[config.mk]
export PLATFORM = sky130hd
export DESIGN_NAME = l2_arbiter_flat
export DESIGN_NICKNAME = d
export VERILOG_FILES = /design/src/rtl/l2_arbiter_if.sv /design/src/rtl/l2_arbiter.sv /design/src/flat_wrapper.sv
export SDC_FILE = /design/constraint.sdc
export NUM_CORES = 1
export LEC_CHECK = 0
export ABC_AREA = 1
export BUFFER_PORTS_ARGS = -buffer_cell sky130_fd_sc_hd__clkbuf_2
export CORE_AREA = 2 2 334 336
export DETAILED_ROUTE_END_ITERATION = 10
export DIE_AREA = 0 0 336 338
export MAX_ROUTING_LAYER = met4
export PLACE_DENSITY = 0.44
export SYNTH_ARGS = -nofsm -noshare
export SYNTH_HDL_FRONTEND = slang
export SYNTH_SLANG_ARGS = --single-unit
[constraint.sdc]
create_clock -name clk -period 15.2 [get_ports clk]
set_input_delay 0.76 -clock clk [delete_from_list [all_inputs] [get_ports clk]]
set_output_delay 0.76 -clock clk [all_outputs]
set_load 0.03 [all_outputs]
[src/rtl/l2_arbiter_if.sv]
// L2 arbiter bus bundle: I-cache port, D-cache port and downstream L2 port.
// master = arbiter side, slave = L1 caches plus L2 memory side.
interface l2_arbiter_if #(
   parameter int ADDR_W = 28,
   parameter int DATA_W = 128
);
   logic              i_read;
   logic              i_write;
   logic [ADDR_W-1:0] i_addr;
   logic [DATA_W-1:0] i_wdata;
   logic [DATA_W-1:0] i_rdata;
   logic              i_ready;

   logic              d_read;
   logic              d_write;
   logic [ADDR_W-1:0] d_addr;
   logic [DATA_W-1:0] d_wdata;
   logic [DATA_W-1:0] d_rdata;
   logic              d_ready;

   logic              mem_read;
   logic              mem_write;
   logic [ADDR_W-1:0] mem_addr;
   logic [DATA_W-1:0] mem_wdata;
   logic [DATA_W-1:0] mem_rdata;
   logic              mem_ready;

   modport master (
      input  i_read, i_write, i_addr, i_wdata,
      output i_rdata, i_ready,
      input  d_read, d_write, d_addr, d_wdata,
      output d_rdata, d_ready,
      output mem_read, mem_write, mem_addr, mem_wdata,
      input  mem_rdata, mem_ready
   );

   modport slave (
      output i_read, i_write, i_addr, i_wdata,
      input  i_rdata, i_ready,
      output d_read, d_write, d_addr, d_wdata,
      input  d_rdata, d_ready,
      input  mem_read, mem_write, mem_addr, mem_wdata,
      output mem_rdata, mem_ready
   );
endinterface

[src/rtl/l2_arbiter.sv]
// Two-port (I/D) L1-to-L2 arbiter: IDLE -> GRANT_x -> RELEASE -> IDLE.
// Fixed D priority by default; `define L2_ARB_RR_EN for round-robin.
module l2_arbiter #(
   parameter int ADDR_W = 28,
   parameter int DATA_W = 128
) (
   input  logic         clk,
   input  logic         reset,
   l2_arbiter_if.master bus
);
   typedef enum logic [1:0] {
      IDLE, GRANT_I, GRANT_D, RELEASE
   } state_t;

   state_t            state_q, state_d;
   logic [DATA_W-1:0] i_rdata_q, i_rdata_d;
   logic [DATA_W-1:0] d_rdata_q, d_rdata_d;
   logic              i_ready_q, i_ready_d;
   logic              d_ready_q, d_ready_d;
   logic              mem_read_q, mem_read_d;
   logic              mem_write_q, mem_write_d;
   logic [ADDR_W-1:0] mem_addr_q, mem_addr_d;
   logic [DATA_W-1:0] mem_wdata_q, mem_wdata_d;
   logic              i_req, d_req, pick_d;

   assign i_req = bus.i_read | bus.i_write;
   assign d_req = bus.d_read | bus.d_write;

`ifdef L2_ARB_RR_EN
   // last_q: 1 = D was granted most recently
   logic last_q, last_d;
   assign pick_d = d_req & (~i_req | ~last_q);

   always_comb begin
      last_d = last_q;
      if (state_q == IDLE && (i_req || d_req))
         last_d = pick_d;
   end

   always_ff @(posedge clk or posedge reset) begin
      if (reset) last_q <= 1'b0;
      else       last_q <= last_d;
   end
`else
   assign pick_d = d_req;
`endif

   always_comb begin
      state_d     = state_q;
      i_rdata_d   = i_rdata_q;
      d_rdata_d   = d_rdata_q;
      i_ready_d   = 1'b0;
      d_ready_d   = 1'b0;
      mem_read_d  = mem_read_q;
      mem_write_d = mem_write_q;
      mem_addr_d  = mem_addr_q;
      mem_wdata_d = mem_wdata_q;
      unique case (state_q)
         IDLE: begin
            if (pick_d) begin
               state_d     = GRANT_D;
               mem_addr_d  = bus.d_addr;
               mem_wdata_d = bus.d_wdata;
               mem_write_d = bus.d_write;
               mem_read_d  = bus.d_read & ~bus.d_write;
            end else if (i_req) begin
               state_d     = GRANT_I;
               mem_addr_d  = bus.i_addr;
               mem_wdata_d = bus.i_wdata;
               mem_write_d = bus.i_write;
               mem_read_d  = bus.i_read & ~bus.i_write;
            end
         end
         GRANT_I: begin
            if (bus.mem_ready) begin
               if (mem_read_q) i_rdata_d = bus.mem_rdata;
               i_ready_d   = 1'b1;
               mem_read_d  = 1'b0;
               mem_write_d = 1'b0;
               state_d     = RELEASE;
            end
         end
         GRANT_D: begin
            if (bus.mem_ready) begin
               if (mem_read_q) d_rdata_d = bus.mem_rdata;
               d_ready_d   = 1'b1;
               mem_read_d  = 1'b0;
               mem_write_d = 1'b0;
               state_d     = RELEASE;
            end
         end
         RELEASE: state_d = IDLE;
         default: state_d = IDLE;
      endcase
   end

   always_ff @(posedge clk or posedge reset) begin
      if (reset) begin
         state_q     <= IDLE;
         i_rdata_q   <= '0;
         d_rdata_q   <= '0;
         i_ready_q   <= 1'b0;
         d_ready_q   <= 1'b0;
         mem_read_q  <= 1'b0;
         mem_write_q <= 1'b0;
         mem_addr_q  <= '0;
         mem_wdata_q <= '0;
      end else begin
         state_q     <= state_d;
         i_rdata_q   <= i_rdata_d;
         d_rdata_q   <= d_rdata_d;
         i_ready_q   <= i_ready_d;
         d_ready_q   <= d_ready_d;
         mem_read_q  <= mem_read_d;
         mem_write_q <= mem_write_d;
         mem_addr_q  <= mem_addr_d;
         mem_wdata_q <= mem_wdata_d;
      end
   end

   assign bus.i_rdata   = i_rdata_q;
   assign bus.d_rdata   = d_rdata_q;
   assign bus.i_ready   = i_ready_q;
   assign bus.d_ready   = d_ready_q;
   assign bus.mem_read  = mem_read_q;
   assign bus.mem_write = mem_write_q;
   assign bus.mem_addr  = mem_addr_q;
   assign bus.mem_wdata = mem_wdata_q;
endmodule

[src/flat_wrapper.sv]
// flat-port wrapper written by rule: the top's interface ports become plain ports
module l2_arbiter_flat 
#(
   parameter int ADDR_W = 28,
   parameter int DATA_W = 128
)
  (clk, reset, bus_i_read, bus_i_write, bus_i_addr, bus_i_wdata, bus_i_rdata, bus_i_ready, bus_d_read, bus_d_write, bus_d_addr, bus_d_wdata, bus_d_rdata, bus_d_ready, bus_mem_read, bus_mem_write, bus_mem_addr, bus_mem_wdata, bus_mem_rdata, bus_mem_ready);
  l2_arbiter_if #(.ADDR_W(ADDR_W), .DATA_W(DATA_W)) bus_i ();
  input  logic clk;
  input  logic reset;
  input wire logic [$bits(bus_i.i_read)-1:0] bus_i_read;
  input wire logic [$bits(bus_i.i_write)-1:0] bus_i_write;
  input wire logic [$bits(bus_i.i_addr)-1:0] bus_i_addr;
  input wire logic [$bits(bus_i.i_wdata)-1:0] bus_i_wdata;
  output wire logic [$bits(bus_i.i_rdata)-1:0] bus_i_rdata;
  output wire logic [$bits(bus_i.i_ready)-1:0] bus_i_ready;
  input wire logic [$bits(bus_i.d_read)-1:0] bus_d_read;
  input wire logic [$bits(bus_i.d_write)-1:0] bus_d_write;
  input wire logic [$bits(bus_i.d_addr)-1:0] bus_d_addr;
  input wire logic [$bits(bus_i.d_wdata)-1:0] bus_d_wdata;
  output wire logic [$bits(bus_i.d_rdata)-1:0] bus_d_rdata;
  output wire logic [$bits(bus_i.d_ready)-1:0] bus_d_ready;
  output wire logic [$bits(bus_i.mem_read)-1:0] bus_mem_read;
  output wire logic [$bits(bus_i.mem_write)-1:0] bus_mem_write;
  output wire logic [$bits(bus_i.mem_addr)-1:0] bus_mem_addr;
  output wire logic [$bits(bus_i.mem_wdata)-1:0] bus_mem_wdata;
  input wire logic [$bits(bus_i.mem_rdata)-1:0] bus_mem_rdata;
  input wire logic [$bits(bus_i.mem_ready)-1:0] bus_mem_ready;
  assign bus_i.i_read = bus_i_read;
  assign bus_i.i_write = bus_i_write;
  assign bus_i.i_addr = bus_i_addr;
  assign bus_i.i_wdata = bus_i_wdata;
  assign bus_i_rdata = bus_i.i_rdata;
  assign bus_i_ready = bus_i.i_ready;
  assign bus_i.d_read = bus_d_read;
  assign bus_i.d_write = bus_d_write;
  assign bus_i.d_addr = bus_d_addr;
  assign bus_i.d_wdata = bus_d_wdata;
  assign bus_d_rdata = bus_i.d_rdata;
  assign bus_d_ready = bus_i.d_ready;
  assign bus_mem_read = bus_i.mem_read;
  assign bus_mem_write = bus_i.mem_write;
  assign bus_mem_addr = bus_i.mem_addr;
  assign bus_mem_wdata = bus_i.mem_wdata;
  assign bus_i.mem_rdata = bus_mem_rdata;
  assign bus_i.mem_ready = bus_mem_ready;
  l2_arbiter #(.ADDR_W(ADDR_W), .DATA_W(DATA_W)) u_core (.clk(clk), .reset(reset), .bus(bus_i));
endmodule
# == Word-level counts from Yosys, hierarchy flattened ==
# Cells that the tools add are included.
# classes
eq_ne,5
muxes,18
bitwise,6
n_reduce_logical,9
# op_table
operator,count
$mux 128,2
$mux 28,2
$reduce_and 3->1,3
$mux 1,8
$mux 2,3
$pmux 2 s3,1
$eq 2x2->1 const B,2
$pmux 1 s2,2
$reduce_and 2->1,2
$reduce_bool 2->1,2
$ne 3x1->1 const B,1
$and 1x1->1,2
$eq 2x1->1 const B,1
$logic_not 2->1,1
$ne 2x1->1 const B,1
$not 1->1,2
$or 1x1->1,2
$reduce_or 2->1,1
# word_totals
reg_bits,418
input_bits,447
out_inout_bits,416

# == Longest topological paths before layout ==
# depth
depth_word,5
mapped_depth,9
depth_no_buf,7

# == Worst setup path before layout ==
# OpenSTA, ideal clock, no wires.
# synth_path
path_type,input to register
from,in bus_d_write
to,reg u_core.mem_addr_q[0] (netlist: u_core.bus.mem_addr[0])
setup_ns,0.076
arrival_time_ns,1.608
slack_ns,13.515
cell_stages,8
n_path_buf,3
cell_sequence,nor2_4 -> nand2_1 -> nand2_2 -> buf_4 -> buf_6 -> buf_6 -> nand2_1 -> o21ai_1
# synth_via
elab_chain_len,3
# synth_lines
item,line,rtl
from (decl),flat_wrapper.sv:18,input wire logic [$bits(bus_i.d_write)-1:0] bus_d_write;
$or 1x1->1 *,l2_arbiter.sv:27,assign d_req = bus.d_read | bus.d_write;
$reduce_bool 2->1 (no line),-,
$reduce_and 2->1 (no line),-,
to (signal assigned),l2_arbiter.sv:116,mem_addr_q <= mem_addr_d;
to (decl),l2_arbiter.sv:22,"logic [ADDR_W-1:0] mem_addr_q, mem_addr_d;"
# Mark *: on every way between the ends. The rest lies on a longest branch, timed or not.
# A chain may end at the register's enable or synchronous reset.

# == Worst setup path in the final report ==
# layout_path
from,reg u_core.state_q[0]
to,reg u_core.d_rdata_q[82] (netlist: u_core.bus.d_rdata[82])
# layout_via
elab_chain_len,2
# layout_lines
item,line,rtl
from (decl),l2_arbiter.sv:15,"state_t state_q, state_d;"
from (signal assigned),l2_arbiter.sv:109,state_q <= state_d;
$eq 2x2->1,l2_arbiter.sv:58,unique case (state_q)
$reduce_and 3->1 (no line),-,
to (signal assigned),l2_arbiter.sv:111,d_rdata_q <= d_rdata_d;
to (decl),l2_arbiter.sv:17,"logic [DATA_W-1:0] d_rdata_q, d_rdata_d;"
# No other way between the ends.

==> summary.txt <==
CP Launch Type: register
DRC marker count from the first detailed-route iteration: 775
Site Rows: 122
Gpl congestion: 0.9015
Top layer in use: met4
Total power: 5777 uW
Fillers: 12383
Slew @ Worst Pin: 1037 ps
Setup Total Neg Slack: 0 ps
PortBufs: 862
Synthesized netlist cell count: 2006
Final Hold Fails: 0
Skew-Pair Late Insertion Delay: 630 ps
WP data arrival: 3910 ps
Synthesized area per cell: 8.634 sq um
Area grow syn2layout: 43.56%
CTS-repair resized insts: 0
Final setup fails: 0
Internal power: 3046 uW
Net Sw Frac: 0.4727
GR Util All Layers: 0.1283
First-pass GRT wire length: 103.5 mm
HP Class: input port to async pin
FMAX: 289.6 MHz
Layout cells sized above 1: 0.3389
Worst-path maximum fanout: 107
Core box area: 110100 sq um
Logic gate share of total power: 0.440
Max Slew Vio Count: 0
Most frequent cells in the layout: 862 x clkbuf_2, 580 x nand2_1, 481 x o21ai_0, 418 x dfrtp_1, 293 x inv_1
Sequential share of power: 0.333
Status: finished clean
Synth Cell Area: 17320 sq um
WS Path Type: register to register
Seq/Total Area, Yosys: 0.6040
Yosys warning count: 0
Clock transition at path regs: 60 ps
Maximum root-to-sink buffer count: 3
Post-synth cell types: 19
Clk_skew: 28.04 ps
Placed Cells incl. Taps: 4244
Crit share post-route: 0.2271
Syn_nets: 2457
Leak: 0.01350 uW
Met2 wire length: 33.20 mm
Drt wl/cell: 16.98 microns
Most common cell after layout, fill and taps aside: clkbuf_2
Post-DP HPWL: 58.46 mm
Num ports: 863
Vias post-DR: 15573
Antenna violations before repair: 4
Die W: 336 microns
Die Span Y: 338 microns
DIE AREA: 113600 sq um
Initial Util: 0.1574
Setup Fix Bufs, Post-CTS: 0
DR vias/cell: 3.588
Vias in the first global route: 15067
Met3 WL: 5.745 mm
H-tree Lvls: 2
Hold WS: 261.4 ps
CP required: 15650 ps
Sink Count: 418
Synthesized flop and latch total: 418
Worst Setup End Kind: register
Final cell count without fillers: 4340
Max-slew headroom: 0.3083
DR pass1 iterations: 5
Largest net degree at the start of global routing: 204
Peak supply drop: 0.1177 mV
Total CTS buffers: 51
Power Density: 232.3 nW/um^2
Met1 wire length: 31.71 mm
Root Buffer: clkbuf_16
Grt ovf: 0
CTS tree: built
RSZ-0062 raised after global routing: false
Nets: 3260
Tmin final: 3452 ps
Psw: 2731 uW
DR DRC count: 0
Max Cap Violations: 0
Hold_buf cts: 0
Detailed Route WL: 73.69 mm
Clock power share: 0.227
Routed Antenna Nets: 0
## cells by family after synthesis
family,after synthesis,synth area share
and+or+nand+nor,592,0.1295
AOI/OAI and AO/OA,574,0.1659
buffers and inverters,418,0.09782
DFF,418,0.6040
adders and majority gates,4,0.002890
## cell type report
type / count / area, sq um / area share
sequential: 418 / 10460 / 0.4207
clock buffer: 66 / 1403 / 0.05641
multi-input combinational: 1170 / 5194 / 0.2089
antenna: 2 / 5.005 / 0.0002013
tap: 1488 / 1862 / 0.07488
inverter: 294 / 1111 / 0.04469
timing repair buffer: 874 / 4429 / 0.1781
clock inverter: 28 / 400.4 / 0.01610
## path summary, 6_finish.rpt
kind / startpoint / end / slack, ps / depth (start not counted)
max reg2reg: u_core.state_q[0] / u_core.bus.d_rdata[82] / 11750 / 8
max: u_core.state_q[0] / u_core.bus.d_rdata[82] / 11750 / 8
min in group clk: bus_mem_rdata[93] / u_core.bus.d_rdata[93] / 390 / 3
min reg2reg: u_core.bus.mem_wdata[125] / u_core.bus.mem_wdata[125] / 480 / 2
min: reset / u_core.bus.d_rdata[74] / 260 / 2
max in group asynchronous: reset / u_core.bus.mem_wdata[125] / 12130 / 5
## stage by stage
| stage | instance area [sq um] | util | setup WS, ps |
|---|---|---|---|
| finish | 24860 | 0.2259 | 11750 |
| global route | 24860 | 0.2259 | 11300 |
| CTS | 24860 | 0.2259 | 11670 |
| detailed placement | 23060 | 0.2095 | 11290 |
| global placement | 23060 | 0.2095 | 11250 |
| floorplan | 17320 | - | 2805 |
## registers in the layout, summed over array words and instances, names as in the netlist
signal,count
u_core.bus.d_rdata,128
u_core.bus.i_ready,1
u_core.bus.mem_write,1
u_core.bus.mem_addr,28
u_core.bus.d_ready,1
u_core.bus.mem_read,1
u_core.bus.i_rdata,128
u_core.bus.mem_wdata,128
u_core.state_q,2
## power groups by stage
stage                     Combinational, uW  Sequential [uW]  Clock (uW)
after floorplan                         657             2880           0
after global placement                 2580             1940           0
after detailed placement               2600             1940           0
after CTS                              2600             1930        1370
after global routing                   2760             1990        1410
final                                  2540             1920        1310
## synthesized netlist by cell type (all sizes together)
library cell  instances  share of area
ha                    4         0.0029
nand4                 2        0.00072
dfrtp               418           0.60
or2                   1        0.00036
nand3                 2        0.00058
clkbuf               68          0.015
nand2               583           0.13
buf                  56          0.019
inv                 294          0.064
nor2                  4         0.0013
o21ai               571           0.17
a21oi                 3        0.00087
## metal layers
metal / GRT usage / vias up
met5: - / -
met4: 0.05209 / 0
met3: 0.03770 / 102
met2: 0.1962 / 626
met1: 0.1580 / 6962
li1: - / 7883
## worst max-delay path: stages, from the launching register on
cell     delay (ps)
dfrtp_1         390
inv_1            80
ha_1            240
nand2_1          70
inv_1            80
nand2_4         540
buf_4           830
buf_4           680
o21ai_0         180
Note: power is estimated with default switching activity, not from simulation.
